<file path="config.mk">
export PLATFORM = sky130hd
export DESIGN_NAME = pipelined_shifter
export DESIGN_NICKNAME = d
export VERILOG_FILES = /design/src/rtl/shifter_pkg.sv /design/src/rtl/shift_stage.sv /design/src/rtl/pipelined_shifter.sv
export SDC_FILE = /design/constraint.sdc
export NUM_CORES = 1
export LEC_CHECK = 0
export CAP_MARGIN = 15
export CORE_ASPECT_RATIO = 1.2
export CORE_MARGIN = 5
export CORE_UTILIZATION = 45
export DETAILED_ROUTE_END_ITERATION = 10
export PLACE_DENSITY = 0.68
export SYNTH_ARGS = -nofsm -noshare
export SYNTH_HDL_FRONTEND = slang
export SYNTH_HIERARCHICAL = 1
export SYNTH_SLANG_ARGS = --single-unit
</file>
<file path="constraint.sdc">
create_clock -name clk -period 4.5 [get_ports clk]
set_input_delay 0.675 -clock clk [delete_from_list [all_inputs] [get_ports clk]]
set_output_delay 0.675 -clock clk [all_outputs]
set_load 0.1 [all_outputs]
</file>
<file path="src/rtl/shifter_pkg.sv">
`default_nettype none
// ============================================================================
// Module      : shifter_pkg
// Description : Operation encodings and helpers shared by the pipelined shifter.
// Revision    : 1.0 - initial release
// ============================================================================
package shifter_pkg;

    typedef logic [2:0] mode_t;

    localparam mode_t MODE_SLL = 3'b000;
    localparam mode_t MODE_SRL = 3'b001;
    localparam mode_t MODE_SRA = 3'b010;
    localparam mode_t MODE_ROL = 3'b011;
    localparam mode_t MODE_ROR = 3'b100;

    function automatic logic is_right(input mode_t mode);
        return (mode == MODE_SRL) || (mode == MODE_SRA) || (mode == MODE_ROR);
    endfunction

endpackage
`default_nettype wire

</file>
<file path="src/rtl/shift_stage.sv">
`default_nettype none
// ============================================================================
// Module      : shift_stage
// Description : One shift layer (fixed distance SHIFT_AMT) plus its pipeline register.
// Revision    : 1.0 - initial release
// ============================================================================
module shift_stage
    import shifter_pkg::*;
#(
    parameter int unsigned DATA_WIDTH  = 32,
    parameter int unsigned SHIFT_AMT   = 1,
    parameter int unsigned TAG_WIDTH   = 4,
    parameter int unsigned SHAMT_WIDTH = 5,
    parameter int unsigned STAGE_IDX   = 0
) (
    input  logic                   clk,
    input  logic                   rst,
    input  logic                   i_en,
    input  logic                   i_valid,
    input  logic [DATA_WIDTH-1:0]  i_data,
    input  logic [SHAMT_WIDTH-1:0] i_shamt,
    input  mode_t                  i_mode,
    input  logic [TAG_WIDTH-1:0]   i_tag,
    output logic                   o_valid,
    output logic [DATA_WIDTH-1:0]  o_data,
    output logic [SHAMT_WIDTH-1:0] o_shamt,
    output mode_t                  o_mode,
    output logic [TAG_WIDTH-1:0]   o_tag
);

    logic [DATA_WIDTH-1:0]  w_sll;
    logic [DATA_WIDTH-1:0]  w_srl;
    logic [DATA_WIDTH-1:0]  w_sra;
    logic [DATA_WIDTH-1:0]  w_rol;
    logic [DATA_WIDTH-1:0]  w_ror;
    logic [DATA_WIDTH-1:0]  w_result;

    logic                   r_valid;
    logic [DATA_WIDTH-1:0]  r_data;
    logic [SHAMT_WIDTH-1:0] r_shamt;
    mode_t                  r_mode;
    logic [TAG_WIDTH-1:0]   r_tag;

    assign w_sll = i_data << SHIFT_AMT;
    assign w_srl = i_data >> SHIFT_AMT;
    assign w_sra = $signed(i_data) >>> SHIFT_AMT;
    // Rotates reuse the zero-fill shifts and OR back the bits pushed off the far end.
    assign w_rol = w_sll | (i_data >> (DATA_WIDTH - SHIFT_AMT));
    assign w_ror = w_srl | (i_data << (DATA_WIDTH - SHIFT_AMT));

    always_comb begin
        w_result = i_data;
        if (i_shamt[STAGE_IDX]) begin
            case (i_mode)
                MODE_SLL: w_result = w_sll;
                MODE_SRL: w_result = w_srl;
                MODE_SRA: w_result = w_sra;
                MODE_ROL,
                MODE_ROR: w_result = is_right(i_mode) ? w_ror : w_rol;
                default:  w_result = i_data;
            endcase
        end
    end

    always_ff @(posedge clk) begin
        if (rst) begin
            r_valid <= 1'b0;
            r_data  <= '0;
            r_shamt <= '0;
            r_mode  <= MODE_SLL;
            r_tag   <= '0;
        end else if (i_en) begin
            r_valid <= i_valid;
            r_data  <= w_result;
            r_shamt <= i_shamt;
            r_mode  <= i_mode;
            r_tag   <= i_tag;
        end
    end

    assign o_valid = r_valid;
    assign o_data  = r_data;
    assign o_shamt = r_shamt;
    assign o_mode  = r_mode;
    assign o_tag   = r_tag;

endmodule
`default_nettype wire

</file>
<file path="src/rtl/pipelined_shifter.sv">
`default_nettype none
// ============================================================================
// Module      : pipelined_shifter
// Description : Log-depth pipelined barrel shifter/rotator, valid/ready on both sides.
// Revision    : 1.0 - initial release
// ============================================================================
module pipelined_shifter
    import shifter_pkg::*;
#(
    parameter int unsigned DATA_WIDTH  = 32,
    parameter int unsigned SHAMT_WIDTH = $clog2(DATA_WIDTH),
    parameter int unsigned TAG_WIDTH   = 4
) (
    input  logic                   clk,
    input  logic                   rst,
    input  logic                   in_valid,
    output logic                   in_ready,
    input  logic [DATA_WIDTH-1:0]  in_data,
    input  logic [SHAMT_WIDTH-1:0] in_shamt,
    input  logic [2:0]             in_mode,
    input  logic [TAG_WIDTH-1:0]   in_tag,
    output logic                   out_valid,
    input  logic                   out_ready,
    output logic [DATA_WIDTH-1:0]  out_data,
    output logic [TAG_WIDTH-1:0]   out_tag
);

    logic                   w_stall;
    logic                   w_en;

    // Index k is the input of stage k; index SHAMT_WIDTH is the last register bank.
    logic                   w_valid [SHAMT_WIDTH+1];
    logic [DATA_WIDTH-1:0]  w_data  [SHAMT_WIDTH+1];
    logic [SHAMT_WIDTH-1:0] w_shamt [SHAMT_WIDTH+1];
    mode_t                  w_mode  [SHAMT_WIDTH+1];
    logic [TAG_WIDTH-1:0]   w_tag   [SHAMT_WIDTH+1];

    assign w_stall  = out_valid & ~out_ready;
    assign w_en     = ~w_stall;
    assign in_ready = ~w_stall;

    assign w_valid[0] = in_valid & in_ready;
    assign w_data[0]  = in_data;
    assign w_shamt[0] = in_shamt;
    assign w_mode[0]  = in_mode;
    assign w_tag[0]   = in_tag;

    for (genvar k = 0; k < SHAMT_WIDTH; k++) begin : g_stage
        shift_stage #(
            .DATA_WIDTH  (DATA_WIDTH),
            .SHIFT_AMT   (2 ** k),
            .TAG_WIDTH   (TAG_WIDTH),
            .SHAMT_WIDTH (SHAMT_WIDTH),
            .STAGE_IDX   (k)
        ) u_stage (
            .clk     (clk),
            .rst     (rst),
            .i_en    (w_en),
            .i_valid (w_valid[k]),
            .i_data  (w_data[k]),
            .i_shamt (w_shamt[k]),
            .i_mode  (w_mode[k]),
            .i_tag   (w_tag[k]),
            .o_valid (w_valid[k+1]),
            .o_data  (w_data[k+1]),
            .o_shamt (w_shamt[k+1]),
            .o_mode  (w_mode[k+1]),
            .o_tag   (w_tag[k+1])
        );
    end

    assign out_valid = w_valid[SHAMT_WIDTH];
    assign out_data  = w_data[SHAMT_WIDTH];
    assign out_tag   = w_tag[SHAMT_WIDTH];

endmodule
`default_nettype wire
</file>
==> results by group <==
Run status
  • Run status: finished, final reports clean

Routing
  • DR WL/cell: 19.37 um
  • Vias/cell: 6.293
  • Routed Antenna Nets: 0
  • DRC Markers: 0
  • Drt total wl: 34,360 um
  • 1st-pass router iterations: 5
  • Vias: 11.16k
  • Iteration-0 DRC Markers: 858

Pwr
  • Leak: 0.004895 uW
  • Worst IR Drop VDD: 0.2317 mV
  • PD cells: between 300 and 400 mW/mm^2

Clocking
  • Cts hold-fix bufs: 0
  • # clock sinks: 207
  • # Post-CTS Setup Buffers: 0
  • Clock insertion delay at the later pin of the skew report: 0.52 ns
  • Clk slew on worst S/H paths: around 0.060 ns
  • Htree depth: 1
  • CTS buffer count: 23
  • Clk buf depth: 3
  • CTS tree: yes
  • Root Driver: clkbuf_16
  • CTS resizes: 0

Critical path
  • Crit. End Element: register
  • RR Endpoint: g_stage[3].u_stage/o_data[27]$_SDFFE_PP0P_
  • Register-to-Register Path Depth: 4
  • Worst path arrival time: 3.46 ns
  • CP required: a little under 5 ns
  • CP max FO: 25
  • Critical path class: register to register
  • RR Startpoint: g_stage[2].u_stage/o_mode[0]$_SDFFE_PP0P_
  • Reg-to-reg slack, setup: around 1.4 ns
  • Worst Setup Start Kind: register

Floorplanning
  • I/O Pins: 86
  • Core area: 0.02783 mm^2
  • Row count: 67
  • Die width: 162.9 um
  • Die height: roughly 190 um
  • Initial Util: 45.38%
  • Total die area: 0.03153 mm^2

Layout
  • Most common cell after layout, fill and taps aside: dfxtp_1
  • Synthesis-to-layout area growth: 11.76%
  • Share of layout cells above drive strength 1: roughly an eighth
  • Commonest non-fill, non-tap cells in the layout: 207 x dfxtp_1, 122 x nor2_1, 100 x o21a_1, 98 x a31oi_1, 83 x clkdlybuf4s50_1
  • Nets: 1,428
  • Antenna Cells: 0

Synthesis
  • Synth warn: 6
  • Synth Cell Area: 0.01263 mm^2
  • Synth Net Count: 1,458
  • Mapped Cells: 1,410
  • Post-Syn Area per Cell: 8.958 um^2

Timing
  • Final Hold Vio Count: 0
  • Max Slew Vio Count: 0
  • Post-Route Skew: 0.02337 ns
  • Final setup fails: 0
  • Max Fclk: around 330 MHz
  • Fin Setup TNS: 0 ns
  • Final Critical Period: 3.062 ns
  • Smallest setup slack after layout: 1.438 ns
  • RSZ-0062 raised after global routing: no
  • Crit share post-route: 68.05%
  • Slew @ Worst Pin: around 1.1 ns
  • Relative slew slack: 26.81%

Worst hold path
  • Hold Path Depth: 2
  • Hold Path Sink: g_stage[4].u_stage/o_data[9]$_SDFFE_PP0P_
  • Worst min-delay path category: register to register
  • Hold wc startpoint: g_stage[4].u_stage/o_data[9]$_SDFFE_PP0P_

Placement
  • I/O Buffers: 85
  • GP Congestion: 0.8538
  • Hpwl dp: ~22,000 um
  • Worst slack at placement: 1.437 ns

Global route
  • GRT Util Overall: 20.52%
  • Met3 Use GR: 2.086%
  • Vias in the first global route: 10.41k
  • Grt peak-use layer: met2
  • First-pass GRT wire length: around 56,000 um
  • M2 GR Usage: 35.23%
  • Global routing met1 resource utilization: 27.36%
  • Initial antenna violation count: 0
  • Largest net degree at the start of global routing: 173
  • Grt ovf: 0

Run
  • Max-cap viol count: 0
routing by layer:
metal  vias up  wire length, um
li1       5374                -
met5         -                0
met1      5378            14860
met3        56             1643
met2       356            17080
met4         0              774
critical path, cell delays in order, from the launching register on:
cell and delay [ns]:
dfxtp_1 0.61, xnor2_2 0.98, nor2b_1 0.85, a22oi_2 0.11, a2111oi_2 0.40
cell type report:
class | instances | area, um^2
well taps | 379 | 474.2
flip-flops and latches | 207 | 4144
inverters | 6 | 22.52
clock inverters | 8 | 96.34
multi-input cells | 1036 | 7662
clock buffers | 32 | 689.4
repair buffers | 106 | 1027
fillers | 2652 | 13720
how the worst max path moves through the flow:
stage                                                          from                                    endpoint  slack (ns)
after floorplan             g_stage[4].u_stage/o_valid$_SDFFE_PP0P_  g_stage[4].u_stage/o_data[16]$_SDFFE_PP0P_        1.95
after global placement                                    out_ready                                    in_ready        1.53
after detailed placement                                 in_mode[1]   g_stage[0].u_stage/o_data[8]$_SDFFE_PP0P_        1.44
after CTS                 g_stage[2].u_stage/o_mode[0]$_SDFFE_PP0P_  g_stage[3].u_stage/o_data[27]$_SDFFE_PP0P_        1.50
after global routing      g_stage[2].u_stage/o_mode[0]$_SDFFE_PP0P_  g_stage[3].u_stage/o_data[24]$_SDFFE_PP0P_        1.33
final                     g_stage[2].u_stage/o_mode[0]$_SDFFE_PP0P_  g_stage[3].u_stage/o_data[27]$_SDFFE_PP0P_        1.44
state kept, by name, summed over array words and instances (netlist names):
| register | flops |
|---|---|
| g_stage.u_stage/o_valid | 5 |
| g_stage.u_stage/o_shamt | 10 |
| g_stage.u_stage/o_tag | 20 |
| g_stage.u_stage/o_mode | 12 |
| g_stage.u_stage/o_data | 160 |
per-stage QoR:
step	total power [uW]	instance area [um^2]	std cells	hold slack, ns	util (%)
after floorplan	2806	12630	1410	0.4546	-
after global placement	3019	13310	1732	0.4703	47.82
after detailed placement	3039	13310	1732	0.4730	47.82
after CTS	4983	14090	1772	0.4810	50.64
after global routing	5142	14120	1774	0.5116	50.72
final	4949	14120	1774	0.4768	50.72
report_power, final:
group	switching, uW	leakage [uW]	internal (uW)	total, uW
logic	453	0.00280	374	828
clock network	757	0.000391	1180	1940
registers	220	0.00170	1970	2190
Note: power is estimated with default switching activity, not from simulation.
